### src/rtl/ddr_word_receiver.sv
`default_nettype none
// ============================================================================
//  Module   : ddr_word_receiver
//  Purpose  : Deserialises the rising/falling sample pair from an IDDR into a
//             bit stream, hunts for a sync word at either bit alignment, locks
//             word framing to it and emits parallel words with a valid strobe.
//  Revision : 1.0  initial release
// ============================================================================
module ddr_word_receiver #(
  parameter int                WIDTH        = 8,      // even, >= 4
  parameter logic [WIDTH-1:0]  SYNC_PATTERN = 8'hBC   // MSB is earliest on wire
) (
  input  logic             clk,
  input  logic             rst_n,
  input  logic             ddr_q1,     // rising-edge bit, earlier in time
  input  logic             ddr_q2,     // falling-edge bit, later in time
  input  logic             resync,
  output logic [WIDTH-1:0] data,
  output logic             valid,
  output logic             sync_flag,
  output logic             locked,
  output logic [7:0]       sync_cnt
);

  localparam int                HALF      = WIDTH / 2;
  localparam int                PH_W      = (HALF > 1) ? $clog2(HALF) : 1;
  localparam int                FILL_W    = $clog2(HALF + 2);
  // Matching needs WIDTH+1 genuine bits in the shift register, i.e. HALF+1 cycles.
  localparam logic [FILL_W-1:0] FILL_DONE = FILL_W'(HALF + 1);
  localparam logic [PH_W-1:0]   PH_LAST   = PH_W'(HALF - 1);

  typedef enum logic [0:0] {
    ST_HUNT   = 1'b0,
    ST_LOCKED = 1'b1
  } state_t;

  state_t             state_q, state_d;
  logic [WIDTH:0]     sr_q, sr_d;
  logic [FILL_W-1:0]  fill_q, fill_d;
  logic [PH_W-1:0]    phase_q, phase_d;
  logic               offset_q, offset_d;
  logic [WIDTH-1:0]   data_q, data_d;
  logic               valid_q, valid_d;
  logic               sync_flag_q, sync_flag_d;
  logic [7:0]         sync_cnt_q, sync_cnt_d;

  logic [WIDTH-1:0]   win0, win1, word;
  logic               hit0, hit1, emit;

  // Next-state logic: shifting, fill tracking, hunt/lock control and word output.
  always_comb begin
    sr_d        = {sr_q[WIDTH-2:0], ddr_q1, ddr_q2};
    fill_d      = (fill_q == FILL_DONE) ? fill_q : fill_q + FILL_W'(1);
    win0        = sr_q[WIDTH-1:0];
    win1        = sr_q[WIDTH:1];
    hit0        = (win0 == SYNC_PATTERN);
    hit1        = (win1 == SYNC_PATTERN);
    state_d     = state_q;
    offset_d    = offset_q;
    phase_d     = phase_q;
    data_d      = data_q;
    valid_d     = 1'b0;
    sync_flag_d = 1'b0;
    sync_cnt_d  = sync_cnt_q;
    emit        = 1'b0;
    word        = offset_q ? win1 : win0;

    if (resync) begin
      // Resync always wins, even over a simultaneous hunt match.
      state_d    = ST_HUNT;
      sync_cnt_d = 8'd0;
    end else if (state_q == ST_HUNT) begin
      if ((fill_q == FILL_DONE) && (hit0 || hit1)) begin
        state_d  = ST_LOCKED;
        offset_d = ~hit0;              // even alignment preferred on a tie
        phase_d  = PH_W'(1);           // detection cycle counts as phase 0
        word     = hit0 ? win0 : win1;
        emit     = 1'b1;
      end
    end else begin
      phase_d = (phase_q == PH_LAST) ? '0 : phase_q + PH_W'(1);
      emit    = (phase_q == '0);
    end

    if (emit) begin
      data_d      = word;
      valid_d     = 1'b1;
      sync_flag_d = (word == SYNC_PATTERN);
      if (sync_flag_d && (sync_cnt_q != 8'hFF)) begin
        sync_cnt_d = sync_cnt_q + 8'd1;
      end
    end
  end

  // State and output registers; asynchronous reset discards any partial word.
  always_ff @(posedge clk or negedge rst_n) begin
    if (!rst_n) begin
      state_q     <= ST_HUNT;
      sr_q        <= '0;
      fill_q      <= '0;
      phase_q     <= '0;
      offset_q    <= 1'b0;
      data_q      <= '0;
      valid_q     <= 1'b0;
      sync_flag_q <= 1'b0;
      sync_cnt_q  <= 8'd0;
    end else begin
      state_q     <= state_d;
      sr_q        <= sr_d;
      fill_q      <= fill_d;
      phase_q     <= phase_d;
      offset_q    <= offset_d;
      data_q      <= data_d;
      valid_q     <= valid_d;
      sync_flag_q <= sync_flag_d;
      sync_cnt_q  <= sync_cnt_d;
    end
  end

  assign data      = data_q;
  assign valid     = valid_q;
  assign sync_flag = sync_flag_q;
  assign locked    = (state_q == ST_LOCKED);
  assign sync_cnt  = sync_cnt_q;

endmodule
`default_nettype wire

### config.mk
export PLATFORM = sky130hd
export DESIGN_NAME = ddr_word_receiver
export DESIGN_NICKNAME = d
export VERILOG_FILES = /design/src/rtl/ddr_word_receiver.sv
export SDC_FILE = /design/constraint.sdc
export NUM_CORES = 1
export LEC_CHECK = 0
export ABC_AREA = 1
export CAP_MARGIN = 10
export CORE_MARGIN = 2
export CORE_UTILIZATION = 56
export CTS_CLUSTER_SIZE = 12
export DETAILED_ROUTE_END_ITERATION = 10
export GPL_TIMING_DRIVEN = 0
export PLACE_DENSITY = 0.78
export REMOVE_ABC_BUFFERS = 1
export SKIP_CTS_REPAIR_TIMING = 1
export SKIP_LAST_GASP = 1
export SYNTH_ARGS = -nofsm -noshare
export SYNTH_HDL_FRONTEND = slang
export SYNTH_SLANG_ARGS = --single-unit
export TNS_END_PERCENT = 10
### constraint.sdc
create_clock -name clk -period 4.2 [get_ports clk]
set_clock_uncertainty 0.1 [all_clocks]
set_input_delay 0.63 -clock clk [delete_from_list [all_inputs] [get_ports clk]]
set_output_delay 0.63 -clock clk [all_outputs]
set_load 0.05 [all_outputs]
==> results of run 1 <==
state kept, by name, indices dropped and copies added (netlist names), 2 cells and up:
register  flops
phase_q       2
sync_cnt      8
sr_q          9
fill_q        3
data          8
synth_stat cells:
| cell type | n | share of area (%) |
|---|---|---|
| buf_6 | 1 | 0.63 |
| xnor2_1 | 1 | 0.49 |
| a21oi_1 | 5 | 1.4 |
| nand2_1 | 37 | 7.8 |
| inv_1 | 17 | 3.6 |
| nand3_1 | 10 | 2.8 |
| o21ai_0 | 8 | 2.2 |
| a31oi_1 | 3 | 1.1 |
| dfrtp_1 | 34 | 48 |
| xor2_1 | 7 | 3.4 |
| or2_2 | 2 | 0.70 |
| nand2_2 | 3 | 1.1 |
| buf_4 | 1 | 0.42 |
| nor2_4 | 2 | 1.3 |
| nor2_1 | 24 | 5.0 |
| nand2_4 | 3 | 1.9 |
| buf_2 | 2 | 0.56 |
| o21ai_1 | 2 | 0.56 |
| nor2_8 | 1 | 1.1 |
| nand3_2 | 4 | 2.2 |
| o21ai_4 | 1 | 0.91 |
| or2_1 | 1 | 0.35 |
| nand4_4 | 1 | 1.2 |
| nand4_1 | 3 | 1.1 |
| inv_2 | 7 | 1.5 |
| nor2_2 | 6 | 2.1 |
| ha_1 | 5 | 3.5 |
| nor3_1 | 2 | 0.56 |
| nand3_4 | 3 | 2.9 |
where the power goes:
| group | switching [mW] | internal (mW) |
|---|---|---|
| Sequential | 0.0169 | 0.354 |
| Combinational | 0.105 | 0.0523 |
| Clock | 0.104 | 0.0811 |
| Total | 0.226 | 0.487 |
layout by cell type (no fill, tap or decap):
cell type and instances:
nand2_1 37, dfrtp_1 34, nor2_1 24, clkdlybuf4s50_1 22, inv_1 17, nand3_1 10
o21ai_0 8, inv_2 7, xor2_1 7, nor2_2 6, a21oi_1 5, ha_1 5
clkbuf_4 5, nand3_2 4, nand2_2 3, nand2_4 3, nand3_4 3, nand4_1 3
a31oi_1 3, o21ai_1 2, or2_2 2, nor3_1 2, nor2_4 2, or2_1 1
nand4_4 1, o21ai_4 1, nor2_8 1, xnor2_1 1, clkbuf_1 1, clkbuf_8 1
clkinv_2 1, buf_2 1
logic make-up (layout without fill, tap and decap cells):
family,after synthesis,after routing,share of synthesized area [%]
AND/OR/NAND/NOR,102,102,32.1
flip-flops,34,34,47.7
buffers and inverters,28,55,6.66
AO/OA/AOI/OAI,19,19,6.17
XOR/XNOR,8,8,3.92
adder cells (fa/ha/maj),5,5,3.50
area by class of cell:
| class | count | share of cell area [%] |
|---|---|---|
| Tap cell | 44 | 2.63 |
| Clock inverter | 1 | 0.239 |
| Timing Repair Buffer | 23 | 10.7 |
| Clock buffer | 7 | 2.63 |
| Inverter | 24 | 4.30 |
| Sequential cell | 34 | 40.6 |
| Multi-Input combinational cell | 134 | 38.9 |
per-layer routing:
metal  global-route usage [%]  wire length [um]
met4                     8.39                48
met2                     36.2              1560
met1                     25.4              1440
met5                        0                 0
met3                     4.26               120
worst paths after layout:
kind | startpoint | slack (ns) | endpoint | cells after the start
setup / recovery | resync | 1.71 | sync_cnt[3] | 10
hold / removal | rst_n | 0.24 | data[6] | 1
setup reg to reg | fill_q[1] | 2.08 | sync_cnt[3] | 12
hold reg to reg | sr_q[6] | 0.31 | sr_q[8] | 0
max in group asynchronous | rst_n | 3.29 | sync_cnt[1] | 1
min in group clk | sr_q[6] | 0.31 | sr_q[8] | 0
stage by stage:
stage | setup slack, ns | instances | cell area [um^2] | utilization (%) | hold WS [ns]
after floorplan | 2.23 | 192 | 1760 | - | 0.234
after global placement | 1.41 | 259 | 2040 | 66.9 | 0.282
after detailed placement | 1.38 | 259 | 2040 | 66.7 | 0.282
after CTS | 1.72 | 267 | 2100 | 68.7 | 0.253
after global routing | 1.55 | 267 | 2100 | 68.7 | 0.283
final | 1.71 | 267 | 2100 | 68.7 | 0.243
critical path, stage by stage:
cell and delay [ns]:
clkdlybuf4s50_1 0.62, nor2_1 0.27, nand3_4 0.21, nand2_2 0.28, nand2_1 0.14, nor2_4 0.14
nand2_4 0.07, nor2_8 0.12, nand3_1 0.09, nand2_1 0.08
==> summary.txt, run 1 <==
status -> finished clean
Clk Latency, worst-skew pair -> 0.33 ns
setup violators final -> 0
GRT overflow -> 0
Hold WC Path Type -> in -> async
TritonRoute pass-1 iters -> 4
# IOs -> 24
Gate Count Post-Synth -> 196
crit path launch type -> input port
initial core utilization -> 58.5%
# DRC -> 0
critical path endpoint category -> register
fraction of layout cells with a size suffix above 1 -> 18.4%
HPWL after DPL -> 2.45 mm
initial antenna violation count -> 0
Tcrit/Tclk final -> 59.3%
synthesized area per cell -> 9.11 um^2
CP Class -> in -> reg
CTS clk-pin slew, worst paths -> 0.10 ns
Final Max Tran Viols -> 0
crit-path max FO -> 15
GRT Util Overall -> 20.8%
register area share after synthesis -> 47.7%
Sink Count -> 34
Die X -> 60.5 um
Multi-input gate area -> 816 um^2
Pwr Total -> 0.714 mW
pwr dens -> 340 mW/mm^2
Tmin final -> 2.49 ns
vias in the first global route -> 1,329
final hold violations -> 0
CTS root buffer -> clkbuf_4
placer congestion estimate -> 0.827
core area -> 0.00305 mm^2
CTS HTree Levels -> 2
TritonCTS Buffers -> 5
Yosys cell types -> 29
Die H -> 60.5 um
Synth warnings -> 0
Syn Std Cell Area -> 0.00179 mm^2
WL per Instance -> 11.9 um
Fmax achieved -> 402 MHz
# nets final -> 232
ANT nets after route -> 0
number of placement rows -> 20
die footprint -> 0.00366 mm^2
worst slew pin tran -> 0.726 ns
relative slew slack -> 51.6%
DRT iter0 DRCs -> 74
vias -> 1,344
detail-routed via count per cell -> 5.03
Synth Register Bits -> 34
Peak VDD IR -> 0.000212 V
ant diodes -> 0
largest net degree at the start of global routing -> 35
FILL cells -> 263
CTS tree -> built
WP data arrival -> 2.66 ns
static leakage -> 0.997 nW
WP data required -> 4.37 ns
port bufs -> 23
RSZ-0062 raised after global routing -> false
clk buf depth -> 2
Fin Setup TNS -> 0 ns
synthesis-to-finish area growth -> 17.4%
first-pass GRT wire length -> 5.69 mm
sequential cell area -> 851 um^2
max-cap viol count -> 0
Routed WL -> 3.17 mm
Note: power is estimated with default switching activity, not from simulation.
==> run 2: changes to the inputs <==
--- a/config.mk
+++ b/config.mk
@@ -8,11 +8,11 @@
 export ABC_AREA = 1
 export CAP_MARGIN = 10
 export CORE_MARGIN = 2
-export CORE_UTILIZATION = 56
+export CORE_UTILIZATION = 49
 export CTS_CLUSTER_SIZE = 12
 export DETAILED_ROUTE_END_ITERATION = 10
 export GPL_TIMING_DRIVEN = 0
-export PLACE_DENSITY = 0.78
+export PLACE_DENSITY = 0.72
 export REMOVE_ABC_BUFFERS = 1
 export SKIP_CTS_REPAIR_TIMING = 1
 export SKIP_LAST_GASP = 1
==> constraint.sdc (replaced) <==
create_clock -name clk -period 2.1 [get_ports clk]
set_clock_uncertainty 0.1 [all_clocks]
set_input_delay 0.315 -clock clk [delete_from_list [all_inputs] [get_ports clk]]
set_output_delay 0.315 -clock clk [all_outputs]
set_load 0.05 [all_outputs]
==> summary.txt, run 2 (synthesis gave the netlist of run 1 again) <==
FILL cells -> 291
sequential cell area -> 851 um^2
TritonCTS Buffers -> 5
# DRC -> 0
final hold slack -> 0.307 ns
ant diodes -> 0
GRT Util Overall -> 18.1%
vias in the first global route -> 1,291
initial antenna violation count -> 0
top cell family by delay on the critical path -> buffers and inverters
static leakage -> 1.05 nW
vias -> 1,378
RSZ-0062 raised after global routing -> true
crit path launch type -> register
DRT iter0 DRCs -> 64
Fmax achieved -> 494 MHz
fraction of layout cells with a size suffix above 1 -> 21.1%
CTS HTree Levels -> 2
port bufs -> 23
largest net degree at the start of global routing -> 35
Routed WL -> 3.43 mm
Clk Latency, worst-skew pair -> 0.34 ns
synthesis-to-finish area growth -> 21.4%
max-cap viol count -> 0
ANT nets after route -> 0
Die X -> 64.4 um
Tcrit/Tclk final -> 96.3%
Biggest register -> sr_q
worst slew pin tran -> 0.720 ns
CTS clk-pin slew, worst paths -> 0.11 ns
critical path's slowest cell -> clkdlybuf4s50_1
commonest non-fill, non-tap cell in the layout -> nand2_1
Sink Count -> 34
CTS tree -> built
CP bufs+invs -> 1
pwr dens -> 665 mW/mm^2
Die H -> 64.4 um
HPWL after DPL -> 2.47 mm
Final Max Tran Viols -> 0
TritonRoute pass-1 iters -> 4
critical path endpoint category -> primary output
Hold WC Path Type -> in -> reg
post-layout worst setup margin -> 0.0769 ns
setup violators final -> 0
Setup WS pre-CTS -> -0.422 ns
CTS root buffer -> clkbuf_4
detail-routed via count per cell -> 5.03
# IOs -> 24
WP data required -> 1.68 ns
initial core utilization -> 52.3%
# nets final -> 237
core area -> 0.00342 mm^2
die footprint -> 0.00414 mm^2
final hold violations -> 0
WP data arrival -> 1.61 ns
WL per Instance -> 12.5 um
max FFs per register -> 9
Tmin final -> 2.02 ns
placer congestion estimate -> 0.835
first-pass GRT wire length -> 5.81 mm
relative slew slack -> 52.0%
Multi-input gate area -> 846 um^2
most frequent cells in the layout -> nand2_1 (37), dfrtp_1 (34), nor2_1 (23)
Peak VDD IR -> 0.000390 V
GRT overflow -> 0
crit-path max FO -> 5
number of placement rows -> 21
clk buf depth -> 2
status -> finished clean
critical path cell sequence -> clkdlybuf4s50_1
CP Class -> reg -> out
slowest cell delay on critical path -> 0.83 ns
==> run 2: cell count changes in the layout (fill, tap and decap cells not counted), sizes merged <==
cell and change:
buf +3, clkdlybuf4s50 -2, dlygate4sd3 +1, dlymetal6s2s +2, nand3 +1
==> run 2: path summary, 6_finish.rpt <==
path	start	endpoint	slack, ns	depth (start not counted)
max	sync_cnt[2]	sync_cnt[2]	0.08	1
min	ddr_q2	sr_q[0]	0.31	1
max reg2reg	sync_cnt[1]	sync_cnt[1]	0.15	7
min reg2reg	sr_q[6]	sr_q[8]	0.31	0
max in group asynchronous	rst_n	sync_cnt[1]	0.97	2
min in group asynchronous	rst_n	data[0]	0.45	2
==> run 2: layer usage <==
layer / vias up / wire [um] / GRT usage (%)
li1: 684 / - / -
met1: 652 / 1540 / 23.5
met2: 36 / 1670 / 29.3
met3: 6 / 168 / 5.28
met4: 0 / 52 / 5.85
met5: - / 0 / 0
==> run 2: through the flow <==
stage          TNS, ns  total power, mW  util, %  std cells  instance area, um^2
6_report             0             1.44     63.4        274                 2170
5_1_grt        -0.0927             1.53     63.4        274                 2170
4_1_cts         -0.509             1.45     61.5        269                 2100
3_5_place_dp     -3.61             1.07     59.7        261                 2040
3_3_place_gp     -3.44             1.06     59.9        261                 2040
2_1_floorplan        0            0.960        -        192                 1760
==> run 2: power breakdown <==
part | internal (mW) | switching (mW) | leakage, nW
combinational | 0.107 | 0.211 | 0.587
clock | 0.162 | 0.219 | 0.0353
sequential | 0.708 | 0.0349 | 0.426
total | 0.977 | 0.465 | 1.05
==> run 2: worst reg2reg max path, stage by stage (launching register included) <==
cell	delay, ns
dfrtp_1	0.40
ha_1	0.20
nand3_1	0.12
nor3_1	0.40
nand3_2	0.32
nand3_2	0.23
nand2_1	0.07
nand2_1	0.06
==> run 2: layout make-up <==
cell class              count  area share, %
inverters                  24           4.16
flip-flops and latches     34           39.3
repair buffers             27           12.1
clock inverters             1          0.231
clock buffers               7           2.54
well taps                  46           2.66
multi-input cells         135           39.0
